File: src/rtl/parity_sequencer_if.sv
// Byte-in / result-out handshake bundle for parity_sequencer.
// The slave view belongs to the sequencer. The master view belongs to whatever
// feeds it bytes and consumes its parity results.
interface parity_sequencer_if;
  logic       in_valid;
  logic       in_ready;
  logic [7:0] D;
  logic       even;
  logic [3:0] exp;
  logic       out_valid;
  logic       out_ready;
  logic [3:0] P;
  logic       err;

  modport slave (
    input  in_valid, D, even, exp, out_ready,
    output in_ready, out_valid, P, err
  );

  modport master (
    output in_valid, D, even, exp, out_ready,
    input  in_ready, out_valid, P, err
  );
endinterface

File: src/rtl/parity_sequencer.sv
// parity_sequencer: accepts one byte and steps an external 4-mode parity unit
// through modes 0..3, one mode per cycle. It collects the four parity bits into
// P, compares P with the expected vector, and keeps a saturating count of
// mismatching bytes.
module parity_sequencer #(
  parameter int unsigned CNT_W = 8
) (
  input  logic              clk,
  input  logic              rst,
  parity_sequencer_if.slave bus,
  output logic [7:0]        pu_D,
  output logic [1:0]        pu_chk,
  output logic              pu_even,
  input  logic              pu_Y,
  output logic [CNT_W-1:0]  err_cnt,
  input  logic              clr_cnt
);

  typedef enum logic [1:0] {
    IDLE = 2'd0,
    SCAN = 2'd1,
    DONE = 2'd2
  } state_t;

  state_t     state;
  state_t     state_nxt;
  logic [1:0] idx;
  logic [3:0] exp_q;
  logic [3:0] p_q;
  logic       err_q;
  logic       accept;
  logic       last_scan;
  logic       release_done;
  logic [3:0] p_final;
  logic       mismatch;

  // State register; reset returns to IDLE from any state, dropping a byte in flight.
  always_ff @(posedge clk) begin
    if (rst) begin
      state <= IDLE;
    end else begin
      state <= state_nxt;
    end
  end

  // Next state, handshake outputs and parity-unit mode select.
  always_comb begin
    state_nxt    = state;
    accept       = 1'b0;
    last_scan    = 1'b0;
    release_done = 1'b0;
    bus.in_ready  = 1'b0;
    bus.out_valid = 1'b0;
    pu_chk       = 2'd0;
    case (state)
      IDLE: begin
        bus.in_ready = ~rst;
        if (bus.in_valid) begin
          accept    = 1'b1;
          state_nxt = SCAN;
        end
      end
      SCAN: begin
        pu_chk = idx;
        if (idx == 2'd3) begin
          last_scan = 1'b1;
          state_nxt = DONE;
        end
      end
      DONE: begin
        bus.out_valid = 1'b1;
        if (bus.out_ready) begin
          release_done = 1'b1;
          state_nxt    = IDLE;
        end
      end
      default: begin
        state_nxt = IDLE;
      end
    endcase
  end

  // Complete parity vector as it will look after the final capture. The
  // result is then available on the same edge that enters DONE.
  always_comb begin
    p_final  = {pu_Y, p_q[2:0]};
    mismatch = (p_final != exp_q);
  end

  // Byte latch, parity capture and registered mismatch flag.
  always_ff @(posedge clk) begin
    if (rst) begin
      idx     <= 2'd0;
      exp_q   <= '0;
      p_q     <= '0;
      pu_D    <= '0;
      pu_even <= 1'b0;
      err_q   <= 1'b0;
    end else begin
      if (accept) begin
        pu_D    <= bus.D;
        pu_even <= bus.even;
        exp_q   <= bus.exp;
        p_q     <= '0;
        idx     <= 2'd0;
      end
      if (state == SCAN) begin
        p_q[idx] <= pu_Y;
        idx      <= idx + 2'd1;
      end
      if (last_scan) begin
        err_q <= mismatch;
      end
      if (release_done) begin
        err_q <= 1'b0;
      end
    end
  end

  // Saturating mismatch counter; a clear beats a coincident increment.
  always_ff @(posedge clk) begin
    if (rst || clr_cnt) begin
      err_cnt <= '0;
    end else if (last_scan && mismatch && (err_cnt != '1)) begin
      err_cnt <= err_cnt + CNT_W'(1);
    end
  end

  assign bus.P   = p_q;
  assign bus.err = err_q;

endmodule

File: src/flat_wrapper.sv
// flat-port wrapper written by rule: the top's interface ports become plain ports
module parity_sequencer_flat 
#(
  parameter int unsigned CNT_W = 8
)
  (clk, rst, pu_D, pu_chk, pu_even, pu_Y, err_cnt, clr_cnt, bus_in_valid, bus_D, bus_even, bus_exp, bus_out_ready, bus_in_ready, bus_out_valid, bus_P, bus_err);
  parity_sequencer_if bus_i ();
  input  logic clk;
  input  logic rst;
  output logic [7:0] pu_D;
  output logic [1:0] pu_chk;
  output logic pu_even;
  input  logic pu_Y;
  output logic [CNT_W-1:0] err_cnt;
  input  logic clr_cnt;
  input wire logic [$bits(bus_i.in_valid)-1:0] bus_in_valid;
  input wire logic [$bits(bus_i.D)-1:0] bus_D;
  input wire logic [$bits(bus_i.even)-1:0] bus_even;
  input wire logic [$bits(bus_i.exp)-1:0] bus_exp;
  input wire logic [$bits(bus_i.out_ready)-1:0] bus_out_ready;
  output wire logic [$bits(bus_i.in_ready)-1:0] bus_in_ready;
  output wire logic [$bits(bus_i.out_valid)-1:0] bus_out_valid;
  output wire logic [$bits(bus_i.P)-1:0] bus_P;
  output wire logic [$bits(bus_i.err)-1:0] bus_err;
  assign bus_i.in_valid = bus_in_valid;
  assign bus_i.D = bus_D;
  assign bus_i.even = bus_even;
  assign bus_i.exp = bus_exp;
  assign bus_i.out_ready = bus_out_ready;
  assign bus_in_ready = bus_i.in_ready;
  assign bus_out_valid = bus_i.out_valid;
  assign bus_P = bus_i.P;
  assign bus_err = bus_i.err;
  parity_sequencer #(.CNT_W(CNT_W)) u_core (.clk(clk), .rst(rst), .bus(bus_i), .pu_D(pu_D), .pu_chk(pu_chk), .pu_even(pu_even), .pu_Y(pu_Y), .err_cnt(err_cnt), .clr_cnt(clr_cnt));
endmodule
File: config.mk
export PLATFORM = sky130hd
export DESIGN_NAME = parity_sequencer_flat
export DESIGN_NICKNAME = d
export VERILOG_FILES = /design/src/rtl/parity_sequencer_if.sv /design/src/rtl/parity_sequencer.sv /design/src/flat_wrapper.sv
export SDC_FILE = /design/constraint.sdc
export NUM_CORES = 1
export LEC_CHECK = 0
export CAP_MARGIN = 20
export CORE_MARGIN = 2
export CORE_UTILIZATION = 42
export DETAILED_ROUTE_END_ITERATION = 6
export HOLD_SLACK_MARGIN = 0.02
export PLACE_DENSITY_LB_ADDON = 0.25
export SETUP_SLACK_MARGIN = 0.05
export SLEW_MARGIN = 5
export SYNTH_ARGS = -nofsm -noshare
export SYNTH_HDL_FRONTEND = slang
export SYNTH_SLANG_ARGS = --single-unit
File: constraint.sdc
create_clock -name clk -period 5 [get_ports clk]
set_input_delay 1 -clock clk [delete_from_list [all_inputs] [get_ports clk]]
set_output_delay 1 -clock clk [all_outputs]
set_load 0.01 [all_outputs]
======== Yosys cells after proc, flatten, opt, wreduce, memory -nomap -nowiden ========
Index checks and enable logic that the tools add are counted.
storage, ports and cells
  bits in writable memories ............... 0
  register bits after elaboration ......... 30
  output and inout bits ................... 26
  bits in read-only memories .............. 0
  memories ................................ 0
  input port bits ......................... 19
  logic and storage cells ................. 50
  bits in latches ......................... 0
operators by class
  div/mod/pow operators ................... 0
  eq/ne operators ......................... 8
  shifts and indexed selects .............. 0
  bitwise gates (word level) .............. 1
  $mul .................................... 0
  add/sub/neg operators ................... 2
  mux-type cells .......................... 21
  order comparisons ....................... 2
  reductions and logical operators ........ 8
operator list
  cell                                                                count
  2-to-1 mux 2 bit                                                    6
  2-to-1 mux 4 bit                                                    3
  2-to-1 mux 1 bit                                                    9
  adder 8 x 1 -> 8 bit (second input constant)                        1
  inequality test 8 bit (second input constant)                       1
  one-hot mux 2 bit (3 select lines)                                  1
  bitwise mux 4 bit                                                   1
  == test 2 bit (second input constant)                               2
  inequality test 2 bit (second input constant)                       2
  inequality test 4 bit                                               1
  logical AND 1 bit                                                   3
  < comparator 2 x 3 -> 1 bit (second input constant)                 1
  AND reduction 3 bit                                                 1
  adder 2 x 1 -> 2 bit (second input constant)                        1
  demux 1 bit (select 2 bit)                                          1
  == test 2 x 1 -> 1 bit (second input constant)                      1
  greater-or-equal comparator 2 x 1 -> 1 bit (second input constant)  1
  zero test 2 bit                                                     1
  inequality test 2 x 1 -> 1 bit (second input constant)              1
  nonzero test 2 bit                                                  1
  OR reduction 2 bit                                                  1
  logical OR 1 bit                                                    1
  inverter 1 bit                                                      1

======== Logic depth before layout (Yosys ltp) ========
Gate-level depths: netlist of the first run.
  depth after elaboration ................. 6
  gate-level depth with buffers ........... 6
  depth with buffers taken out ............ 5

======== Worst setup path after synthesis of the first run ========
OpenSTA, ideal clock, no wires.
  path kind ............................... in2out
  from .................................... input rst
  to ...................................... output bus_in_ready
  arrival ................................. 1.403 ns
  setup slack ............................. 2.597 ns
  stages on the path ...................... 2
  buffers on the path ..................... 1
  data required time ...................... 4.000 ns
  cell sequence ........................... clkbuf_1 nor3_1
between the ends
  word-level cells in the longest chain between the ends .. 2
RTL lines
  what              line                    RTL
  from (decl)       flat_wrapper.sv:9       input logic rst;
  inverter 1 bit    parity_sequencer.sv:57  bus.in_ready = ~rst;
  2-to-1 mux 1 bit  parity_sequencer.sv:55  case (state)
  to (decl)         flat_wrapper.sv:21      output wire logic [$bits(bus_i.in_ready)-1:0] bus_in_ready;
Every way passes these cells.

======== Worst setup path after layout of the first run ========
Same ends and word-level chain as after synthesis.

==> results.yml, run 1 <==
global_routing:
  top_usage_layer: "met2"
  grt_pass1_wl_mm: 5.01
  grtUsageMet1_pct: 22.5
  overflow: 0
  grt_max_degree: 26
  antenna_found_initial: 0
  met3_usage_pct: 3.84
  gr-usage-met2_pct: 31.2
  grt_pass1_vias: 1163
  grt_usage_pct: 18.7
drt:
  drt_iter0_drc: 76
  drc: 0
  via_count: 1294
  firstDrtPassIters: 4
  drt_wl_total_mm: 3.16
  avgRoutedWirePerCell_um: 12.5
  antenna_left: 0
  viasPerCell: 5.13
critical_path:
  crit_path_cell_trace: "clkdlybuf4s50_1 > buf_4 > nor3_1 > clkdlybuf4s50_1"
  start_kind: "input port"
  path_common_cell: "clkdlybuf4s50_1"
  slowest_delay_ns: 0.56
  r2r_setup_slack_ns: 3.07
  critPathRequiredTime_ns: 4.00
  reg2reg_from: "u_core.idx[1]$_SDFFE_PP0P_"
  critPathSlowestCell: "clkdlybuf4s50_1"
  worst_r2r_path_depth: 5
  worstPathArrival_ns: 2.32
  reg2reg_to: "u_core.err_cnt[5]$_SDFFE_PP0P_"
  critical_path_class: "input port to primary output"
  cp-end-kind: "primary output"
  worstPathMaxFanout: 25
clock_tree:
  cts_tree: "done"
  cts_resized: 0
  path_clk_slew_ns: 0.09
  numCtsBuffers: 5
  root_buffer: "clkbuf_4"
  h-tree-depth: 2
  cts.sinks: 30
  cts_hold_buf: 0
  cts_setup_buffers: 0
  cts_max_path_buffers: 2
  clkLatencyLatePin_ns: 0.32
placement:
  detailedPlace.worstSlack_ns: 1.69
  dp_cells: 243
  placed_area_um2: 1820
  hpwl_mm: 2.29
  numPortBuffers: 44
  place_congestion: 0.860
floorplan:
  die_h_um: 60.8
  chipWidth_um: 60.8
  io_pins: 45
  die_area_um2: 3690
  num_rows: 20
  start_util_pct: 44.3
  core_area_um2: 3050
worst_hold_path:
  worstHoldStart: "u_core.pu_D[3]$_SDFFE_PP0P_"
  hold_path_depth: 2
  min_path_type: "register to register"
  hold_end: "u_core.pu_D[3]$_SDFFE_PP0P_"
timing:
  max_freq_ghz: 0.301
  timing.final.max_slew_violations: 0
  finalWorstSetupSlack_ns: 1.68
  tns_ns: 0
  setup_violations: 0
  max_slew.worst_pin.slew_ns: 0.738
  finalClockSkew_ns: 0.00289
  hold_viol: 0
  rsz0062_at_grt: "no"
  fin_crit_ns: 3.32
  period_share_pct: 66.4
  max_slew_margin_pct: 50.7
yosys:
  synthesis.area_um2: 1350
  synth_fp_nets: 187
  synth.avg_cell_area_um2: 8.30
  yosys_warnings: 0
  yosysSeqAreaShare_pct: 44.4
  synth_cell_types: 32
  syn_inst: 163
  ys_seq_elements: 30
layout:
  mostFrequentLayoutCells: "clkdlybuf4s50_1, dfxtp_1, nand2_1"
  final_common_cell: "clkdlybuf4s50_1"
  syn_to_final_growth_pct: 39.8
  final_area_um2: 1890
  nets: 231
  instances_no_fill: 252
  fin_util_pct: 61.9
  drive_gt1_share_pct: 6.25
  antennaDiodeCount: 0
power:
  leakagePower_nw: 0.679
  ir_drop_uv: 152
  pwr_density_cell_nw_per_um2: 246
run:
  drv_cap: 0
status:
  status: "complete, no violations"
[stage by stage]
| stage | total power [mW] | hold slack [ns] |
|---|---|---|
| 6_report | 0.465 | 0.459 |
| 5_1_grt | 0.484 | 0.481 |
| 4_1_cts | 0.468 | 0.464 |
| 3_5_place_dp | 0.322 | 0.449 |
| 3_3_place_gp | 0.320 | 0.442 |
| 2_1_floorplan | 0.290 | 0.449 |
[sequential cells by signal (all words and copies together) (netlist names)]
name / flops
u_core.state: 2
u_core.err_cnt: 8
u_core.idx: 2
u_core.pu_even: 1
u_core.bus.P: 4
u_core.exp_q: 4
u_core.pu_D: 8
u_core.bus.err: 1
[critical path, delay by kind of cell]
family	cells	cell delay (ns)
buffers and inverters	3	1.17
and+or+nand+nor	1	0.15
[area by class of cell]
type / count / area [um^2]
tap: 44 / 55.1
clock inverter: 1 / 5.00
fill: 288 / 1160
multi-input combinational: 119 / 697
timing repair buffer: 46 / 459
clock buffer: 7 / 55.1
inverter: 5 / 18.8
sequential: 30 / 601
[synth_stat cells]
master    number  area (um^2)
nand3_1        8         40.0
o21ai_0        4         20.0
nor4_1         1         6.26
ha_1           5         62.6
nor2b_1        2         12.5
clkbuf_1       7         26.3
and3_1         3         18.8
nor3b_1        1         7.51
nor2_1         9         33.8
or2_2          2         12.5
buf_2          2         10.0
o311ai_0       2         17.5
o41ai_1        2         17.5
a32oi_1        3         26.3
nand2_1       29          109
nor3b_2        1         12.5
nand4_1        2         12.5
mux2i_1        1         10.0
nor3_1         4         20.0
dfxtp_1       30          601
a21oi_1       24          120
a41o_1         1         10.0
nand3b_4       1         20.0
or3_1          1         6.26
inv_1          5         18.8
a221oi_1       1         8.76
nand2b_1       1         6.26
xnor2_1        4         35.0
or4_1          2         15.0
o31ai_1        2         15.0
a41oi_1        1         8.76
and2_1         2         12.5
[logic make-up after synthesis]
group                      after synthesis  synth area share, %
adders and majority gates                5                 4.63
AOI/OAI and AO/OA                       40                 18.0
buffers and inverters                   14                 4.07
xor gates and xnor gates                 4                 2.59
DFF                                     30                 44.4
and+or+nand+nor                         69                 25.5
muxes                                    1                0.740
[how the worst max path moves through the flow]
stage / startpoint / to / slack (ns) / cells after the start
final: rst / bus_in_ready / 1.68 / 4
after global routing: u_core.state[0]$_SDFFE_PP0P_ / pu_chk[1] / 1.59 / 3
after CTS: rst / bus_in_ready / 1.68 / 4
after detailed placement: rst / bus_in_ready / 1.69 / 4
after global placement: rst / bus_in_ready / 1.69 / 4
after floorplan: rst / bus_in_ready / 2.60 / 2
[routing by layer]
metal	vias to the layer above	share of wire (%)
li1	665	-
met1	577	45
met2	45	47
met3	7	6.1
met4	0	2.2
met5	-	0
[power by group]
part | internal [mW] | switching (mW)
combinational | 0.0347 | 0.0295
sequential | 0.247 | 0.00646
clock | 0.0680 | 0.0788
Note: power is estimated with default switching activity, not from simulation.
==> run 2: changes to the inputs <==
clock period = 3.1 ns   (was 5 ns; I/O delays follow)
==> run 2 against run 1 <==
Clock skew grew 0.0035 ns. Global-route usage is essentially flat. Setup slack lost 1.1 ns. Sequential share of layout area shrank 0.063 points. Largest power group unchanged.
==> results.yml, run 2 (same netlist as run 1, synthesis figures left out) <==
status:
  status: "complete, no violations"
clock_tree:
  numCtsBuffers: 5
  clkLatencyLatePin_ns: 0.31
  h-tree-depth: 2
  cts_resized: 0
  cts_tree: "done"
  cts.sinks: 30
  cts_hold_buf: 0
  root_buffer: "clkbuf_4"
  cts_max_path_buffers: 2
  path_clk_slew_ns: 0.09
  cts_setup_buffers: 0
global_routing:
  antenna_found_initial: 0
  top_usage_layer: "met2"
  gr-usage-met2_pct: 31.6
  met3_usage_pct: 6.82
  grt_pass1_wl_mm: 5.20
  grt_usage_pct: 18.8
  overflow: 0
  grtUsageMet1_pct: 22.5
  grt_pass1_vias: 1236
  grt_max_degree: 25
timing:
  period_share_pct: 80.5
  hold_viol: 0
  max_slew_margin_pct: 68.3
  fin_crit_ns: 2.49
  finalWorstSetupSlack_ns: 0.605
  max_freq_ghz: 0.401
  timing.final.max_slew_violations: 0
  rsz0062_at_grt: "no"
  tns_ns: 0
  holdWs_ns: 0.462
  setup_violations: 0
  max_slew.worst_pin.slew_ns: 0.474
  finalClockSkew_ns: 0.00640
drt:
  via_count: 1325
  drt_wl_total_mm: 3.18
  avgRoutedWirePerCell_um: 12.6
  drt_iter0_drc: 56
  drc: 0
  viasPerCell: 5.24
  antenna_left: 0
  firstDrtPassIters: 4
floorplan:
  die_h_um: 60.8
  core_area_um2: 3050
  io_pins: 45
  start_util_pct: 44.3
  num_rows: 20
  chipWidth_um: 60.8
  die_area_um2: 3690
power:
  total_power_mw: 0.748
  p_int_mw: 0.565
  combPwrFrac_pct: 14.0
  power_frac_seq_pct: 54.6
  switching_share_pct: 24.5
  pwr_density_cell_nw_per_um2: 395
  leakagePower_nw: 0.683
  ir_drop_uv: 214
  clkPwrFrac_pct: 31.3
  switchingPower_mw: 0.183
layout:
  seq_area_um2: 601
  fillers: 288
  multi_input_area_um2: 697
  nets: 232
  syn_to_final_growth_pct: 40.1
  fin_util_pct: 62.0
  top_regs: "u_core.err_cnt: 8 flops, u_core.pu_D: 8 flops"
  drive_gt1_share_pct: 6.70
  final_common_cell: "clkdlybuf4s50_1"
  antennaDiodeCount: 0
  mostFrequentLayoutCells: "clkdlybuf4s50_1, dfxtp_1, nand2_1"
placement:
  numPortBuffers: 44
  hpwl_mm: 2.35
  place_congestion: 0.866
  detailedPlace.worstSlack_ns: 0.623
critical_path:
  worstPathMaxFanout: 13
  cp-end-kind: "primary output"
  critical_path_class: "register to primary output"
  r2r_setup_slack_ns: 1.20
  worstPathArrival_ns: 1.87
  critPathRequiredTime_ns: 2.48
  start_kind: "register"
run:
  drv_cap: 0
worst_hold_path:
  min_path_type: "register to register"
==> run 2: changes by cell type in the layout (fill, tap and decap cells not counted) <==
cell / change
buf_4: +2
buf_6: -1
==> run 2: critical path, cell delays in order (launching register included) <==
cell	delay (ns)
dfxtp_1	0.51
nor2b_1	0.19
buf_4	0.19
and2_1	0.15
clkdlybuf4s50_1	0.53
==> run 2: cell type report <==
type / instances / area share, %
tap: 44 / 2.91
clock buffer: 7 / 2.91
inverter: 5 / 0.991
sequential: 30 / 31.7
timing repair buffer: 47 / 24.4
multi-input combinational: 119 / 36.8
clock inverter: 1 / 0.264
==> run 2: final timing paths <==
kind	depth (start not counted)	end	start
worst min-delay path	2	u_core.pu_even$_SDFFE_PP0P_	u_core.pu_even$_SDFFE_PP0P_
worst min register to register	2	u_core.pu_even$_SDFFE_PP0P_	u_core.pu_even$_SDFFE_PP0P_
worst max register to register	5	u_core.err_cnt[5]$_SDFFE_PP0P_	u_core.idx[0]$_SDFFE_PP0P_
worst max-delay path	4	pu_chk[1]	u_core.state[0]$_SDFFE_PP0P_
==> run 2: power groups by stage <==
stage	Clock, mW	Sequential, mW	Combinational (mW)
floorplan	0	0.418	0.0491
global placement	0	0.417	0.101
detailed placement	0	0.418	0.105
CTS	0.243	0.409	0.106
global route	0.263	0.411	0.116
finish	0.234	0.409	0.105
==> run 2: through the flow <==
stage,area [um^2],instances
4_1_cts,1890,253
2_1_floorplan,1350,163
3_5_place_dp,1830,245
5_1_grt,1890,253
3_3_place_gp,1830,245
6_report,1890,253
==> run 2: routing by layer <==
| metal | wire, um | vias up |
|---|---|---|
| met5 | 0 | - |
| met4 | 27 | 0 |
| met3 | 221 | 4 |
| met2 | 1560 | 42 |
| met1 | 1370 | 612 |
| li1 | - | 667 |
